[src/rtl/pc_seq_pkg.sv]
// Shared types and constants for the program-counter fetch sequencer.
package pc_seq_pkg;

    typedef enum logic [1:0] {
        BOOT    = 2'd0,
        FETCH   = 2'd1,
        STALLED = 2'd2,
        HALTED  = 2'd3
    } seq_state_t;

    // Encoded so that a larger value means a higher redirect priority.
    typedef enum logic [1:0] {
        NONE   = 2'd0,
        BRANCH = 2'd1,
        JUMP   = 2'd2,
        TRAP   = 2'd3
    } redir_src_t;

    localparam int unsigned PC_INC           = 4;
    localparam logic [31:0] TRAP_VEC_DEFAULT = 32'h0000_0080;

endpackage

[src/rtl/pc_redirect_mux.sv]
// Priority select between a latched (pending) redirect and the redirects
// arriving this cycle. Priority is trap > jump > branch; on equal priority
// the newer arrival wins. The selected target is word aligned.
module pc_redirect_mux
    import pc_seq_pkg::*;
#(
    parameter int unsigned      XLEN     = 32,
    parameter logic [XLEN-1:0]  TRAP_VEC = XLEN'(TRAP_VEC_DEFAULT)
) (
    input  logic             pend_valid,
    input  redir_src_t       pend_src,
    input  logic [XLEN-1:0]  pend_target,
    input  logic             branch_valid,
    input  logic [XLEN-1:0]  branch_target,
    input  logic             jump_valid,
    input  logic [XLEN-1:0]  jump_target,
    input  logic             trap,
    output logic             sel_valid,
    output redir_src_t       sel_src,
    output logic [XLEN-1:0]  sel_target
);

    redir_src_t      arrive_src;
    logic [XLEN-1:0] arrive_target;
    logic [XLEN-1:0] raw_target;

    // Pick the highest-priority arriving redirect.
    always_comb begin
        arrive_src    = NONE;
        arrive_target = '0;
        if (trap) begin
            arrive_src    = TRAP;
            arrive_target = TRAP_VEC;
        end else if (jump_valid) begin
            arrive_src    = JUMP;
            arrive_target = jump_target;
        end else if (branch_valid) begin
            arrive_src    = BRANCH;
            arrive_target = branch_target;
        end
    end

    // Keep the pending redirect only if it strictly outranks the arrival.
    always_comb begin
        sel_src    = arrive_src;
        raw_target = arrive_target;
        if (pend_valid && (pend_src > arrive_src)) begin
            sel_src    = pend_src;
            raw_target = pend_target;
        end
        sel_valid  = (sel_src != NONE);
        sel_target = raw_target & ~XLEN'(3);
    end

endmodule

[src/rtl/pc_sequencer.sv]
// Fetch-side PC controller: owns the PC, drives the instruction-memory
// req/ack handshake and selects the next PC (boot, +4, branch, jump, trap).
//
// state   | meaning
// --------+-----------------------------------------------------------
// BOOT    | one cycle after reset, loads the aligned boot address
// FETCH   | imem_req high, waiting for / completing imem_ack
// STALLED | downstream busy, no request; redirects update pc directly
// HALTED  | fetching stopped until reset
module pc_sequencer
    import pc_seq_pkg::*;
#(
    parameter int unsigned      XLEN     = 32,
    parameter logic [XLEN-1:0]  TRAP_VEC = XLEN'(TRAP_VEC_DEFAULT)
) (
    input  logic             CLK,
    input  logic             RESET,
    input  logic [XLEN-1:0]  startPC,
    input  logic             branch_valid,
    input  logic [XLEN-1:0]  branch_target,
    input  logic             jump_valid,
    input  logic [XLEN-1:0]  jump_target,
    input  logic             trap,
    input  logic             stall,
    input  logic             halt,
    output logic             imem_req,
    output logic [XLEN-1:0]  imem_addr,
    input  logic             imem_ack,
    output logic             fetch_valid,
    output logic [XLEN-1:0]  fetch_pc
);

    seq_state_t      state,       state_nx;
    logic [XLEN-1:0] pc,          pc_nx;
    logic            pend_valid,  pend_valid_nx;
    redir_src_t      pend_src,    pend_src_nx;
    logic [XLEN-1:0] pend_target, pend_target_nx;
    logic            fetch_valid_nx;
    logic [XLEN-1:0] fetch_pc_nx;

    logic            sel_valid;
    redir_src_t      sel_src;
    logic [XLEN-1:0] sel_target;

    pc_redirect_mux #(
        .XLEN     (XLEN),
        .TRAP_VEC (TRAP_VEC)
    ) u_redirect_mux (
        .pend_valid    (pend_valid),
        .pend_src      (pend_src),
        .pend_target   (pend_target),
        .branch_valid  (branch_valid),
        .branch_target (branch_target),
        .jump_valid    (jump_valid),
        .jump_target   (jump_target),
        .trap          (trap),
        .sel_valid     (sel_valid),
        .sel_src       (sel_src),
        .sel_target    (sel_target)
    );

    assign imem_addr = pc;

    // State, PC, pending redirect and fetch output registers.
    always_ff @(posedge CLK or negedge RESET) begin
        if (!RESET) begin
            state       <= BOOT;
            pc          <= '0;
            pend_valid  <= 1'b0;
            pend_src    <= NONE;
            pend_target <= '0;
            fetch_valid <= 1'b0;
            fetch_pc    <= '0;
        end else begin
            state       <= state_nx;
            pc          <= pc_nx;
            pend_valid  <= pend_valid_nx;
            pend_src    <= pend_src_nx;
            pend_target <= pend_target_nx;
            fetch_valid <= fetch_valid_nx;
            fetch_pc    <= fetch_pc_nx;
        end
    end

    // Next-state, next-PC and request logic.
    always_comb begin
        state_nx       = state;
        pc_nx          = pc;
        pend_valid_nx  = pend_valid;
        pend_src_nx    = pend_src;
        pend_target_nx = pend_target;
        fetch_valid_nx = 1'b0;
        fetch_pc_nx    = fetch_pc;
        imem_req       = 1'b0;

        case (state)
            BOOT: begin
                pc_nx    = startPC & ~XLEN'(3);
                state_nx = halt ? HALTED : FETCH;
            end

            FETCH: begin
                imem_req = 1'b1;
                if (imem_ack) begin
                    if (sel_valid) begin
                        // Word at the old address is killed.
                        pc_nx          = sel_target;
                        pend_valid_nx  = 1'b0;
                        pend_src_nx    = NONE;
                    end else begin
                        fetch_valid_nx = 1'b1;
                        fetch_pc_nx    = pc;
                        pc_nx          = pc + XLEN'(PC_INC);
                    end
                    if (halt) begin
                        state_nx = HALTED;
                    end else if (stall) begin
                        state_nx = STALLED;
                    end
                end else if (sel_valid) begin
                    // Request stays in flight; remember the redirect for its ack.
                    pend_valid_nx  = 1'b1;
                    pend_src_nx    = sel_src;
                    pend_target_nx = sel_target;
                end
            end

            STALLED: begin
                if (sel_valid) begin
                    pc_nx = sel_target;
                end
                if (halt) begin
                    state_nx = HALTED;
                end else if (!stall) begin
                    state_nx = FETCH;
                end
            end

            HALTED: begin
                state_nx = HALTED;
            end

            default: begin
                state_nx = BOOT;
            end
        endcase
    end

endmodule
[config.mk]
export PLATFORM = sky130hd
export DESIGN_NAME = pc_sequencer
export DESIGN_NICKNAME = d
export VERILOG_FILES = /design/src/rtl/pc_seq_pkg.sv /design/src/rtl/pc_redirect_mux.sv /design/src/rtl/pc_sequencer.sv
export SDC_FILE = /design/constraint.sdc
export NUM_CORES = 1
export LEC_CHECK = 0
export ABC_AREA = 1
export CORE_MARGIN = 2
export CORE_UTILIZATION = 44
export CTS_CLUSTER_SIZE = 24
export DETAILED_ROUTE_END_ITERATION = 16
export GPL_TIMING_DRIVEN = 0
export PLACE_DENSITY = 0.8
export SLEW_MARGIN = 20
export SYNTH_ARGS = -nofsm -noshare
export SYNTH_HDL_FRONTEND = slang
export SYNTH_SLANG_ARGS = --single-unit
[constraint.sdc]
create_clock -name CLK -period 2.1 [get_ports CLK]
set_input_delay 0.315 -clock CLK [delete_from_list [all_inputs] [get_ports CLK]]
set_output_delay 0.315 -clock CLK [all_outputs]
set_load 0.02 [all_outputs]
* After elaboration in Yosys (flattened, before gate mapping)
Index checks and enable logic that the tools add are counted.
** Storage, ports and cells
- Register bits :: 100
- Bits in latches :: 0
- Memory bits (writable) :: 0
- Bits in read-only memories :: 0
- Input port bits :: 104
- Output and inout bits :: 66
- Logic and storage cells :: 56
- Memories :: 0
** Operators by class
- Add/subtract/negate cells :: 1
- Multipliers :: 0
- Div/mod/pow operators :: 0
- Order comparisons :: 1
- Equality and inequality tests :: 7
- Shift-type cells :: 0
- Mux-type cells :: 29
- Bitwise operators :: 2
- Reduce and logical (&&, ||, !) cells :: 9
** Operators with widths (count)
- two-way mux 32 bit :: 7
- case mux 32 bit (3 select lines) :: 1
- adder 32 x 3 -> 32 bit (second input constant) :: 1
- two-way mux 2 bit :: 12
- AND reduction 3 bit :: 4
- two-way mux 1 bit :: 8
- case mux 2 bit (4 select lines) :: 1
- inequality test 3 bit (second input constant) :: 2
- equality test 2 bit (second input constant) :: 2
- inequality test 2 bit (second input constant) :: 2
- nonzero test 3 bit :: 1
- equality test 2 x 1 -> 1 bit (second input constant) :: 1
- > comparator 2 bit :: 1
- zero test 2 bit :: 1
- NOT 1 bit :: 2
- AND reduction 2 bit :: 1
- nonzero test 2 bit :: 1
- logical AND 1 bit :: 1

* Longest topological paths before layout
- Depth after elaboration :: 10
- Mapped depth :: 18
- Gate-level depth less buffers :: 17

* Modules after synthesis
From an unflattened synthesis, not the netlist that was laid out.
** Second synthesis, totals
- Cell total of the unflattened synthesis :: 872
- Area total of the unflattened synthesis :: 6358.6 um^2
** Modules (own cells, without submodules)
- pc_sequencer :: times used 1, cells each 642, area an instance 5222.5 um^2, sequential area each 2552.4 um^2
- pc_redirect_mux :: times used 1, cells each 230, area an instance 1136.1 um^2, sequential area each 0.0 um^2

* Worst setup path after synthesis
No wires, ideal clock.
- Kind :: in2reg
- Start point :: input trap
- End point :: register pc[24], in the netlist imem_addr[24]
- Setup time :: 0.117 ns
- Arrival :: 1.906 ns
- Data required time :: 1.983 ns
- Slack :: 0.078 ns
- Stages on the path :: 15
- Path buffers :: 2
- Cell sequence :: inv_1 nand2_1 ha_1 a21oi_2 nand2_2 nand2_1 nand2_2 nand2_2 inv_2 nand2_1 nand3_2 buf_4 buf_6 nand2_1 nand2_1
** Between the ends
- Longest elaborated chain between the ends :: 8
- Elaborated cells on any way between the ends :: 13
- Those cells by class :: order compare: 1; eq/ne: 1; mux: 8; reduce/logical: 3
** RTL lines
- from (decl) :: line pc_sequencer.sv:23 : input logic trap,
- two-way mux 2 bit :: line pc_redirect_mux.sv:31 : if (trap) begin
- > comparator 2 bit :: line pc_redirect_mux.sv:47 : if (pend_valid && (pend_src > arrive_src)) begin
- logical AND 1 bit :: line pc_redirect_mux.sv:47
- two-way mux 2 bit :: line pc_redirect_mux.sv:47
- nonzero test 2 bit :: line pc_redirect_mux.sv:51 : sel_valid = (sel_src != NONE);
- two-way mux 32 bit :: line pc_sequencer.sv:105 : if (sel_valid) begin
- two-way mux 32 bit :: line pc_sequencer.sv:104 : if (imem_ack) begin
- case mux 32 bit (3 select lines) :: line pc_sequencer.sv:96 : case (state)
- to (signal assigned) :: line pc_sequencer.sv:76 : pc <= pc_nx;
- to (decl) :: line pc_sequencer.sv:34 : logic [XLEN-1:0] pc, pc_nx;
Several ways; a longest one is shown, not always the timed one. The select of a mux whose other input is x is not followed.
A chain may end at the register's enable or synchronous reset.

* Worst setup path in the final report
- Start point :: register pend_src[1]
- End point :: register fetch_pc[21]
** Between the ends
- Longest elaborated chain between the ends :: 6
** RTL lines
- from (decl) :: line pc_sequencer.sv:36 : redir_src_t pend_src, pend_src_nx;
- from (signal assigned) :: line pc_sequencer.sv:78 : pend_src <= pend_src_nx;
- > comparator 2 bit :: line pc_redirect_mux.sv:47
- logical AND 1 bit :: line pc_redirect_mux.sv:47
- two-way mux 2 bit (*) :: line pc_redirect_mux.sv:47
- nonzero test 2 bit (*) :: line pc_redirect_mux.sv:51
- NOT 1 bit (no source line) (*)
- AND reduction 3 bit (no source line) (*)
- to (signal assigned) :: line pc_sequencer.sv:81 : fetch_pc <= fetch_pc_nx;
- to (decl) :: line pc_sequencer.sv:30 : output logic [XLEN-1:0] fetch_pc
Every way passes the cells marked *; elsewhere a longest branch is shown, timed or not.

==> impl_metrics.py <==
metrics = {
    "timing": {
        "timing.final.hold_violations": 0,
        "max_slew_margin_pct": 61.60,
        "fin_crit_ps": 2083,
        "whs_ps": 427.8,
        "fmax_mhz": 480.1,
        "worstMarginPinSlew_ps": 576.0,
        "fin_crit_sh_pct": 99.18,
        "drv_slew": 0,
        "setup_violations": 0,
        "grt_setup_unrepaired": "true",
        "fin_skew_ps": 7.570,
    },
    "place": {
        "post_dp_cell_area_um2": 7734,
        "dp.cells": 1202,
        "port_buffers": 159,
        "dpl.hpwl_um": 14430,
        "gp_congestion": 0.9353,
    },
    "clock_network": {
        "clockRootBuffer": "clkbuf_16",
        "clkTransAtPathRegs_ps": 70,
        "cts_buffer_depth": 2,
        "cts.htree.levels": 3,
        "clock_latency_ps": 360,
        "cts_tree": "yes",
        "cts.sink_count": 96,
        "cts_buffers": 9,
    },
    "setup_path": {
        "cp.required_ps": 2340,
        "crit_family": "simple AND/OR/NAND/NOR gates",
        "r2r_slack_ps": 20,
        "cp_common_cell": "nand2_4",
        "timing.rr.end": "fetch_pc[21]",
        "crit_fanout": 7,
        "critPathKind": "register to register",
        "cp-start-kind": "register",
        "slowest_stage": "dfrtp_1",
        "cp.arrival_ps": 2330,
        "rr_startpoint": "pend_src[1]",
        "path_cells": "ha_4 -> a21oi_4 -> nand3_2 -> nand2_2 -> nand2_4 -> nor2_4 -> nand2_4 -> buf_12 -> clkbuf_16 -> nand2_1 -> o21ai_1",
        "cp.buffers_inverters": 2,
        "slowest_delay_ps": 410,
        "rr_worst_depth": 11,
        "end_kind": "register",
    },
    "detailed_routing": {
        "wl_per_cell_um": 16.36,
        "routed_via_density": 5.289,
        "route.vias.total": 6548,
        "drt_wl_total_um": 20260,
        "drt-pass1-iter-count": 5,
        "drc_errors": 0,
        "first_iter_violations": 563,
        "antenna_left": 0,
    },
    "global_route": {
        "grt-ovfl-total": 0,
        "grt_max_degree": 59,
        "track_usage_pct": 28.14,
        "grt_pass1_wl_um": 31480,
        "first_global_vias": 6136,
        "antenna_found_initial": 0,
    },
    "yosys": {
        "synth_area_um2": 5882,
        "synthFlopType": "dfrtp_1",
        "synth_cells": 863,
        "ys_types": 36,
        "synth_warnings": 0,
        "ys_ff_latch": 96,
        "async_reset_ff_share_pct": 100.0,
        "avgSynthCellArea_um2": 6.816,
        "ys_seq_area_share_pct": 40.84,
        "synth_edf_count": 0,
    },
    "power": {
        "p_leak_nw": 3.837,
        "peakVddDrop_mv": 0.3868,
        "p_per_area_nw_per_um2": 772.2,
    },
    "final_layout": {
        "stdcell_area_um2": 8622,
        "layoutNonFillerInstCount": 1238,
        "regArea_um2": 2404,
        "drive_above_1_share_pct": 14.12,
        "multiInputGateArea_um2": 3171,
        "area_delta_synth_final_pct": 46.59,
        "final.fill_count": 1140,
        "diodes": 0,
        "nets": 1167,
    },
    "floorplanning": {
        "die_x_um": 119.6,
        "rows": 42,
        "initial_core_util_pct": 44.77,
        "core-area_um2": 13140,
        "die_h_um": 119.6,
        "ioPinCount": 170,
        "dieArea_um2": 14310,
    },
    "hold_path": {
        "hp-class": "input port to async pin",
    },
    "flow_run": {
        "drv_cap": 0,
    },
    "outcome": {
        "status": "finished, final reports clean",
    },
}
-- Yosys cell counts, types with 5 or more instances --
master / number / area (um^2)
nand2_1: 287 / 1077
buf_2: 14 / 70.07
o22ai_1: 29 / 181.4
dfrtp_1: 96 / 2402
inv_1: 90 / 337.8
clkbuf_1: 16 / 60.06
a22oi_1: 28 / 210.2
buf_4: 7 / 52.55
xor2_1: 5 / 43.79
o21ai_1: 20 / 100.1
nand2_2: 6 / 37.54
ha_1: 6 / 75.07
nand3_1: 75 / 375.4
o21ai_0: 43 / 215.2
nor2_1: 101 / 379.1
nand4_1: 5 / 31.28
-- power by group --
part | total [mW] | internal, mW | switching, mW | leakage (nW)
clock | 1.85 | 1.11 | 0.744 | 0.165
combinational | 2.30 | 0.993 | 1.30 | 2.45
sequential | 2.51 | 2.16 | 0.353 | 1.22
total | 6.66 | 4.26 | 2.40 | 3.84
-- repair_timing --
action                                  CTS  global route
resized for setup                        41            73
endpoints found under the setup margin   93            91
cloned                                    2             2
buffers inserted                         12             3
hold endpoints to repair                 38             0
pin swaps                                13            11
hold buffers                              1             0
-- worst max-delay path by stage --
stage	slack (ps)	start	depth (start not counted)	to
global placement	-2910	RESET	1	fetch_pc[16]
global route	-50	pend_src[1]	11	fetch_pc[6]
detailed placement	-950	jump_valid	14	fetch_pc[28]
floorplan	80	trap	15	imem_addr[24]
CTS	-9	imem_addr[3]	10	imem_addr[22]
finish	20	pend_src[1]	11	fetch_pc[21]
-- kinds of logic after synthesis --
logic type / Yosys count / share of synthesized area [%]
buffers and inverters: 138 / 10.08
DFF: 96 / 40.84
AOI/OAI and AO/OA: 126 / 12.66
other: 1 / 0.06376
xor gates and xnor gates: 6 / 0.8934
adders and majority gates: 6 / 1.276
and+or+nand+nor: 490 / 34.18
-- through the flow --
step                      power, mW  utilization [%]  setup WS [ps]  setup TNS, ps
after CTS                     6.494            63.50         -8.904         -8.904
after floorplan               3.560                -          77.52              0
final                         6.658            65.63          17.14              0
after global routing          6.964            65.63         -53.60         -440.9
after global placement        4.459            58.65          -2910        -348890
after detailed placement      4.498            58.87         -949.6         -74670
-- per-layer routing --
| layer | up-vias | global-route usage, % | part of all wire (%) |
|---|---|---|---|
| met4 | 0 | 13.31 | 3.5 |
| met2 | 296 | 44.04 | 46 |
| li1 | 3149 | - | - |
| met5 | - | 0 | 0 |
| met3 | 46 | 4.183 | 7.8 |
| met1 | 3057 | 38.48 | 43 |
-- flip-flops by register name (all words and copies together), names as in the netlist --
signal / count
fetch_valid: 1
pend_valid: 1
pend_target: 30
state: 2
fetch_pc: 30
pend_src: 2
imem_addr: 30
-- layout by cell type, fill, tap and decap left out, types with 3 or more instances in the layout --
master	n
a21oi_1	3
a22oi_1	28
and2_1	4
buf_2	9
buf_4	24
buf_6	5
clkbuf_1	5
clkbuf_16	11
clkbuf_2	11
clkbuf_4	4
clkdlybuf4s50_1	154
conb_1	4
dfrtp_1	95
dlygate4sd2_1	3
inv_1	88
inv_2	5
nand2_1	261
nand2_2	25
nand2_4	7
nand3_1	70
nand3_2	4
nand4_1	5
nor2_1	95
nor2_2	5
nor2_4	5
o21ai_0	42
o21ai_1	15
o21ai_2	6
o22ai_1	24
o22ai_2	5
xor2_1	5
-- area by class of cell --
class	count	share of cell area, %
repair buffers	180	21.27
flip-flops and latches	96	27.88
clock buffers	11	2.931
well taps	176	2.554
inverters	94	4.092
multi-input cells	632	36.77
plain buffers	44	3.584
clock inverters	5	0.9142
Power figures use the tool's default switching activity.
